`src/rtl/memaccess_pkg.sv`:
```
// Shared opcode / instruction-field definitions for the memaccess stage, plus the
// memaccess FSM state encoding.
//   - RV32 major opcodes and load funct3 codes
//   - instruction field extractors (opcode, rd, funct3, I-type immediate)
//   - writes_rd(): opcode classes that write a destination register
package memaccess_pkg;

    localparam logic [6:0] OPC_LOAD  = 7'b0000011;
    localparam logic [6:0] OPC_OPIMM = 7'b0010011;
    localparam logic [6:0] OPC_AUIPC = 7'b0010111;
    localparam logic [6:0] OPC_OP    = 7'b0110011;
    localparam logic [6:0] OPC_LUI   = 7'b0110111;
    localparam logic [6:0] OPC_JALR  = 7'b1100111;
    localparam logic [6:0] OPC_JAL   = 7'b1101111;

    localparam logic [2:0] F3_LB  = 3'b000;
    localparam logic [2:0] F3_LH  = 3'b001;
    localparam logic [2:0] F3_LW  = 3'b010;
    localparam logic [2:0] F3_LBU = 3'b100;
    localparam logic [2:0] F3_LHU = 3'b101;

    typedef enum logic [1:0] {
        StIdle = 2'd0,
        StReq  = 2'd1,
        StWait = 2'd2
    } state_e;

    function automatic logic [6:0] inst_opcode(input logic [31:0] inst);
        return inst[6:0];
    endfunction

    function automatic logic [4:0] inst_rd(input logic [31:0] inst);
        return inst[11:7];
    endfunction

    function automatic logic [2:0] inst_funct3(input logic [31:0] inst);
        return inst[14:12];
    endfunction

    function automatic logic [31:0] inst_imm_i(input logic [31:0] inst);
        return {{20{inst[31]}}, inst[31:20]};
    endfunction

    // rd is written only for these opcode classes, and never for x0.
    function automatic logic writes_rd(input logic [31:0] inst);
        logic cls;
        unique case (inst_opcode(inst))
            OPC_OP, OPC_OPIMM, OPC_LUI, OPC_AUIPC,
            OPC_JAL, OPC_JALR, OPC_LOAD: cls = 1'b1;
            default:                     cls = 1'b0;
        endcase
        return cls && (inst_rd(inst) != 5'd0);
    endfunction

endpackage

```
`src/rtl/load_align.sv`:
```
// Load data alignment: picks the byte / halfword lane of a little-endian memory word
// and sign- or zero-extends it according to the load funct3.
//   rdata_i  : raw 32-bit word from data memory
//   offset_i : byte offset of the load address within the word
//   funct3_i : load width / signedness
//   data_o   : aligned, extended value for rd
module load_align
    import memaccess_pkg::*;
(
    input  logic [31:0] rdata_i,
    input  logic [1:0]  offset_i,
    input  logic [2:0]  funct3_i,
    output logic [31:0] data_o
);

    logic [7:0]  byte_sel;
    logic [15:0] half_sel;

    always_comb begin
        byte_sel = 8'h00;
        unique case (offset_i)
            2'd0: byte_sel = rdata_i[7:0];
            2'd1: byte_sel = rdata_i[15:8];
            2'd2: byte_sel = rdata_i[23:16];
            2'd3: byte_sel = rdata_i[31:24];
            default: byte_sel = 8'h00;
        endcase
        half_sel = offset_i[1] ? rdata_i[31:16] : rdata_i[15:0];
    end

    always_comb begin
        data_o = rdata_i;
        case (funct3_i)
            F3_LB:   data_o = {{24{byte_sel[7]}}, byte_sel};
            F3_LBU:  data_o = {24'h000000, byte_sel};
            F3_LH:   data_o = {{16{half_sel[15]}}, half_sel};
            F3_LHU:  data_o = {16'h0000, half_sel};
            // LW and the illegal codes (which never reach memory) take the full word.
            default: data_o = rdata_i;
        endcase
    end

endmodule

```
`src/rtl/memaccess.sv`:
```
// Memory-access pipeline stage. Non-loads pass result_i through with one cycle of
// latency; loads issue a request/grant/response read, align the returned word and
// emit one writeback record. Misaligned or illegal-funct3 loads skip memory and
// write back MISALIGN_FILL with misalign_ro set.
//   clk, rst            : clock, synchronous active-high reset
//   valid_i / ready_o   : upstream bundle handshake (pc_i, inst_i, r0data_i, result_i)
//   valid_ro / ready_i  : downstream writeback record handshake
//   pc_ro, inst_ro      : registered instruction identity
//   wbdata_ro           : rd value; wbenable_ro : rd write required
//   misalign_ro         : load was misaligned or illegal
//   dmem_*              : data-memory read port
module memaccess
    import memaccess_pkg::*;
#(
    parameter logic [31:0] MISALIGN_FILL = 32'hFFFFFFFF
) (
    input  logic        clk,
    input  logic        rst,
    input  logic        valid_i,
    output logic        ready_o,
    input  logic [31:0] pc_i,
    input  logic [31:0] inst_i,
    input  logic [31:0] r0data_i,
    input  logic [31:0] result_i,
    output logic        valid_ro,
    input  logic        ready_i,
    output logic [31:0] pc_ro,
    output logic [31:0] inst_ro,
    output logic [31:0] wbdata_ro,
    output logic        wbenable_ro,
    output logic        misalign_ro,
    output logic        dmem_req_o,
    output logic [31:0] dmem_addr_o,
    input  logic        dmem_gnt_i,
    input  logic        dmem_rvalid_i,
    input  logic [31:0] dmem_rdata_i
);

    state_e state_q, state_d;

    logic        valid_q, valid_d;
    logic [31:0] pc_q, pc_d;
    logic [31:0] inst_q, inst_d;
    logic [31:0] wbdata_q, wbdata_d;
    logic        wben_q, wben_d;
    logic        mis_q, mis_d;
    logic        req_q, req_d;
    logic [31:0] addr_q, addr_d;

    // Context of the in-flight load, held until its response arrives.
    logic [31:0] ld_pc_q, ld_pc_d;
    logic [31:0] ld_inst_q, ld_inst_d;
    logic [1:0]  ld_off_q, ld_off_d;
    logic [2:0]  ld_f3_q, ld_f3_d;

    logic        cke;
    logic        accept;
    logic        is_load;
    logic [31:0] ld_addr;
    logic [2:0]  f3_in;
    logic        ld_err;
    logic [31:0] align_data;

    assign cke     = ~valid_q | ready_i;
    assign ready_o = (state_q == StIdle) & cke;
    assign accept  = valid_i & ready_o;
    assign is_load = (inst_opcode(inst_i) == OPC_LOAD);
    assign ld_addr = r0data_i + inst_imm_i(inst_i);
    assign f3_in   = inst_funct3(inst_i);

    always_comb begin
        ld_err = 1'b0;
        case (f3_in)
            F3_LB, F3_LBU: ld_err = 1'b0;
            F3_LH, F3_LHU: ld_err = ld_addr[0];
            F3_LW:         ld_err = (ld_addr[1:0] != 2'b00);
            default:       ld_err = 1'b1;
        endcase
    end

    load_align u_load_align (
        .rdata_i  (dmem_rdata_i),
        .offset_i (ld_off_q),
        .funct3_i (ld_f3_q),
        .data_o   (align_data)
    );

    // State register.
    always_ff @(posedge clk) begin
        if (rst) begin
            state_q <= StIdle;
        end else begin
            state_q <= state_d;
        end
    end

    // Next-state logic.
    always_comb begin
        state_d = state_q;
        unique case (state_q)
            StIdle: if (accept && is_load && !ld_err) state_d = StReq;
            StReq:  if (dmem_gnt_i) state_d = StWait;
            StWait: if (dmem_rvalid_i) state_d = StIdle;
            default: state_d = StIdle;
        endcase
    end

    // Output / datapath next values.
    always_comb begin
        valid_d   = valid_q;
        pc_d      = pc_q;
        inst_d    = inst_q;
        wbdata_d  = wbdata_q;
        wben_d    = wben_q;
        mis_d     = mis_q;
        req_d     = req_q;
        addr_d    = addr_q;
        ld_pc_d   = ld_pc_q;
        ld_inst_d = ld_inst_q;
        ld_off_d  = ld_off_q;
        ld_f3_d   = ld_f3_q;
        unique case (state_q)
            StIdle: begin
                if (cke) begin
                    // Any held record has been taken (or there was none).
                    valid_d = 1'b0;
                    if (accept) begin
                        if (!is_load) begin
                            valid_d  = 1'b1;
                            pc_d     = pc_i;
                            inst_d   = inst_i;
                            wbdata_d = result_i;
                            wben_d   = writes_rd(inst_i);
                            mis_d    = 1'b0;
                        end else if (ld_err) begin
                            valid_d  = 1'b1;
                            pc_d     = pc_i;
                            inst_d   = inst_i;
                            wbdata_d = MISALIGN_FILL;
                            wben_d   = 1'b0;
                            mis_d    = 1'b1;
                        end else begin
                            req_d     = 1'b1;
                            addr_d    = {ld_addr[31:2], 2'b00};
                            ld_pc_d   = pc_i;
                            ld_inst_d = inst_i;
                            ld_off_d  = ld_addr[1:0];
                            ld_f3_d   = f3_in;
                        end
                    end
                end
            end
            StReq: begin
                if (dmem_gnt_i) req_d = 1'b0;
            end
            StWait: begin
                // valid_q is always 0 here, so the output slot is free.
                if (dmem_rvalid_i) begin
                    valid_d  = 1'b1;
                    pc_d     = ld_pc_q;
                    inst_d   = ld_inst_q;
                    wbdata_d = align_data;
                    wben_d   = writes_rd(ld_inst_q);
                    mis_d    = 1'b0;
                end
            end
            default: ;
        endcase
    end

    always_ff @(posedge clk) begin
        if (rst) begin
            valid_q   <= 1'b0;
            pc_q      <= 32'h0;
            inst_q    <= 32'h0;
            wbdata_q  <= 32'h0;
            wben_q    <= 1'b0;
            mis_q     <= 1'b0;
            req_q     <= 1'b0;
            addr_q    <= 32'h0;
            ld_pc_q   <= 32'h0;
            ld_inst_q <= 32'h0;
            ld_off_q  <= 2'd0;
            ld_f3_q   <= 3'd0;
        end else begin
            valid_q   <= valid_d;
            pc_q      <= pc_d;
            inst_q    <= inst_d;
            wbdata_q  <= wbdata_d;
            wben_q    <= wben_d;
            mis_q     <= mis_d;
            req_q     <= req_d;
            addr_q    <= addr_d;
            ld_pc_q   <= ld_pc_d;
            ld_inst_q <= ld_inst_d;
            ld_off_q  <= ld_off_d;
            ld_f3_q   <= ld_f3_d;
        end
    end

    assign valid_ro    = valid_q;
    assign pc_ro       = pc_q;
    assign inst_ro     = inst_q;
    assign wbdata_ro   = wbdata_q;
    assign wbenable_ro = wben_q;
    assign misalign_ro = mis_q;
    assign dmem_req_o  = req_q;
    assign dmem_addr_o = addr_q;

endmodule
```
`config.mk`:
```
export PLATFORM = sky130hd
export DESIGN_NAME = memaccess
export DESIGN_NICKNAME = d
export VERILOG_FILES = /design/src/rtl/memaccess_pkg.sv /design/src/rtl/load_align.sv /design/src/rtl/memaccess.sv
export SDC_FILE = /design/constraint.sdc
export NUM_CORES = 1
export LEC_CHECK = 0
export ABC_CLOCK_PERIOD_IN_PS = 3000
export CAP_MARGIN = 30
export CORE_UTILIZATION = 49
export CTS_BUF_LIST = sky130_fd_sc_hd__clkbuf_2 sky130_fd_sc_hd__clkbuf_4 sky130_fd_sc_hd__clkbuf_8
export CTS_CLUSTER_SIZE = 20
export DETAILED_ROUTE_END_ITERATION = 8
export PLACE_DENSITY = 0.8
export SLEW_MARGIN = 20
export SYNTH_ARGS = -nofsm -noshare
export SYNTH_HDL_FRONTEND = slang
export SYNTH_SLANG_ARGS = --single-unit
```
`constraint.sdc`:
```
create_clock -name clk -period 3 [get_ports clk]
set_input_delay 0.6 -clock clk [delete_from_list [all_inputs] [get_ports clk]]
set_output_delay 0.6 -clock clk [all_outputs]
set_load 0.02 [all_outputs]
```
==> impl_metrics.ini <==
[outcome]
outcome = finished clean

[place]
gpl_wtd_cong = 0.9068
dp_hpwl_mm = 22.63
io_buffers = 296

[setup_path]
r2r_cells = 6
r2r_setup_slack_ns = 0.95
crit-reg2reg-capture = wbdata_ro[3]$_SDFFE_PP0P_
worst_r2r_startpoint = state_q[1]$_SDFFE_PP0P_
worst_path_required_time_ns = 3.39
arrival_ns = 3.26
worst-path-max-fanout = 20
critPathKind = primary input to flip-flop
worstSetupStartpointType = primary input
critPathCaptureType = flip-flop

[die]
core-area_um2 = 19530
die_width_um = 143.3
initial_core_util_pct = 50.13
ioPinCount = 299
area_enclosed_by_the_die_boundary_um2 = 20540
fp-row-count = 51
y_dimension_of_the_die_um = 143.3

[route]
routed_wire_length_mm = 31.78
detail_route.drc_violations = 0
via_per_inst = 5.569
routed_wire_length_per_instance_um = 17.03
drt-pass1-iter-count = 5
via_count = 10390
initialDrtViolationCount = 554
ant_nets = 0

[job]
max_cap_viol_count = 0

[synth]
share_of_flip_flops_with_an_asynchronous_set_or_reset_pct = 0
yosysWarnings = 0
synth.lib_cells_used.distinct = 70
synthesis.area_um2 = 9788
synth_flop_cell = dfxtp_1
avgSynthCellArea_um2 = 7.732
ys_seq_elements = 198
number_of_flops_mapped_to_enable_cells_by_yosys = 0
postSynthCellCount = 1266
synth_sequential_area_ratio_pct = 40.50

[clocking]
cts_made_buffers = 17
num_clock_sinks = 198
cts_clock_pin_slew_for_the_worst_setup_and_hold_paths_ns = 0.11
clk-insertion-delay-late_ns = 0.47
clock_tree.root_cell = clkbuf_8
cts-htree-levels = 4
cts_hold_buffers = 0
clock_path_buffers = 2
tritoncts = built

[timing]
period_needed_ns = 2.871
worst_setup_skew_after_layout_ns = 0.02155
worst-slew-pin-transition_ns = 0.7222
max-slew-margin-rel_pct = 51.85
fmax_mhz = 348.4
timing.final.hold_violations = 0
finalHoldWorstSlack_ns = 0.4604
setup_viol = 0
rsz0062_at_grt = false
fin_crit_sh_pct = 95.68
timing.final.max_slew_violations = 0

[power_and_ir_drop]
power_density_nw_per_um2 = 427.2
p_sw_uw = 1819
clockPowerShare_pct = 30.1
cell_leakage_power_uw = 0.005313
share_comb_of_total_power_pct = 23.4
intPower_uw = 4188
switching_share_pct = 30.28
share_seq_of_total_power_pct = 46.5
vdd_drop_max_uv = 254.0

[global_routing]
use_met2_pct = 51.22
antenna_violations_before_repair = 0
aggregate_global_routing_overflow = 0
grt_first_pass_wirelength_mm = 48.92
globalRouteMet3Util_pct = 6.498
globalRouteTotalUtil_pct = 30.15
grt_busiest_layer = met2
vias_in_the_first_global_route = 9824
grt_start_max_net_pins = 98
grt_use_met1_pct = 36.43

[cells_and_area]
final_layout_size_suffix_gt1_share_pct = 10.57
syn_to_final_growth_pct = 43.65
fin_nets = 1784
fin_util_pct = 72.01

[min_path]
timing.hold.worst.start = ld_inst_q[22]$_SDFFE_PP0P_
worstHoldPathCells = 2
holdCritPathClass = flip-flop to flip-flop
holdPathEnd = ld_inst_q[22]$_SDFFE_PP0P_
[cells by family after synthesis]
kind of cell,after synthesis,share of synthesized area [%]
other,1,0.03831
AOI/OAI and AO/OA,337,23.66
adders and majority gates,32,4.167
and+or+nand+nor,559,23.58
xor gates and xnor gates,21,1.879
DFF,198,40.50
muxes,13,1.406
buffers and inverters,105,4.768
[through the flow]
step | cell area (um^2) | power, uW | setup WS (ns) | cells | setup TNS, ns
floorplan | 9792 | 3508 | 0.1883 | 1267 | 0
global placement | 13560 | 4212 | -0.4605 | 1828 | -60.63
detailed placement | 13560 | 4230 | -0.5405 | 1828 | -68.29
CTS | 13980 | 6028 | 0.03587 | 1860 | 0
global route | 14060 | 6265 | 0.01653 | 1864 | 0
finish | 14060 | 6006 | 0.1295 | 1866 | 0
[final cells by class]
| cell class | count | area [um^2] |
|---|---|---|
| well taps | 265 | 331.6 |
| fillers | 1566 | 5465 |
| clock buffers | 18 | 247.7 |
| flip-flops and latches | 198 | 3964 |
| clock inverters | 14 | 177.7 |
| multi-input cells | 964 | 5424 |
| diodes | 2 | 5.005 |
| inverters | 10 | 37.54 |
| repair buffers | 395 | 3874 |
[worst max-delay path, cell delays in order]
cell and delay (ns):
clkdlybuf4s50_1 0.52, ha_2 0.24, fa_1 0.46, o31a_1 0.31, o22ai_1 0.16, nand2b_2 0.15, or2_4 0.32, buf_12 0.18
nor3_1 0.15, nand2_1 0.08, o211ai_1 0.09
[cells in the final DEF (no fill, tap or decap), types with 7 or more instances in the layout]
| cell type | n |
|---|---|
| inv_1 | 10 |
| buf_4 | 86 |
| o211ai_1 | 17 |
| a21oi_1 | 131 |
| xnor2_1 | 15 |
| nor2_1 | 118 |
| buf_12 | 12 |
| mux2i_1 | 7 |
| a211oi_1 | 10 |
| and2_1 | 7 |
| a21o_1 | 15 |
| nand2_1 | 354 |
| ha_1 | 30 |
| a311oi_1 | 82 |
| clkbuf_8 | 18 |
| dfxtp_1 | 198 |
| nand3_1 | 26 |
| clkdlybuf4s50_1 | 294 |
| nor3_1 | 10 |
| nand3b_1 | 12 |
| o21ai_0 | 26 |
[power groups by stage]
| stage | clock network [uW] | registers [uW] | logic [uW] |
|---|---|---|---|
| final | 1810 | 2790 | 1410 |
| after global routing | 1950 | 2800 | 1510 |
| after CTS | 1850 | 2790 | 1390 |
| after floorplan | 0 | 2960 | 545 |
| after detailed placement | 0 | 2850 | 1380 |
| after global placement | 0 | 2850 | 1360 |
[how the worst max path moves through the flow]
stage	end	from
after floorplan	dmem_addr_o[28]$_SDFFE_PP0P_	inst_i[20]
final	dmem_addr_o[19]$_SDFFE_PP0P_	inst_i[20]
after global routing	dmem_addr_o[17]$_SDFFE_PP0P_	inst_i[24]
after detailed placement	dmem_addr_o[28]$_SDFFE_PP0P_	inst_i[31]
after CTS	dmem_addr_o[19]$_SDFFE_PP0P_	inst_i[20]
after global placement	dmem_addr_o[27]$_SDFFE_PP0P_	inst_i[31]
[synthesized netlist by cell type, drive strengths merged (7+ instances only)]
master  count  share of area, %
nor3       11              0.61
xnor2      15               1.3
inv        10              0.38
o21ai      31               1.6
a21oi     131               6.7
o211ai     18               1.4
a311oi     83               7.5
nand3b     12              0.92
a21o       20               1.6
and2        8              0.52
nand3      29               1.6
nor2      119               4.6
mux2i       7              0.72
a211oi     10              0.77
buf        15              0.95
ha         31               4.0
nand2     354                14
clkbuf     79               3.3
dfxtp     198                40
[what timing repair did]
action	CTS	global route
gates cloned	0	1
gates resized for setup	1	7
setup endpoints to repair	3	61
setup buffers	0	3
pin swaps	0	3
[state kept, by name, summed over array words and instances, names as in the netlist, 2 cells and up]
register     count
pc_ro           32
state_q          2
ld_off_q         2
ld_inst_q       32
dmem_addr_o     30
ld_pc_q         32
inst_ro         32
wbdata_ro       32
[routing by layer]
layer | vias up | part of all wire (%)
li1 | 5095 | -
met1 | 4804 | 40
met2 | 421 | 48
met3 | 72 | 8.1
met4 | 0 | 3.7
met5 | - | 0
Power figures use the tool's default switching activity.
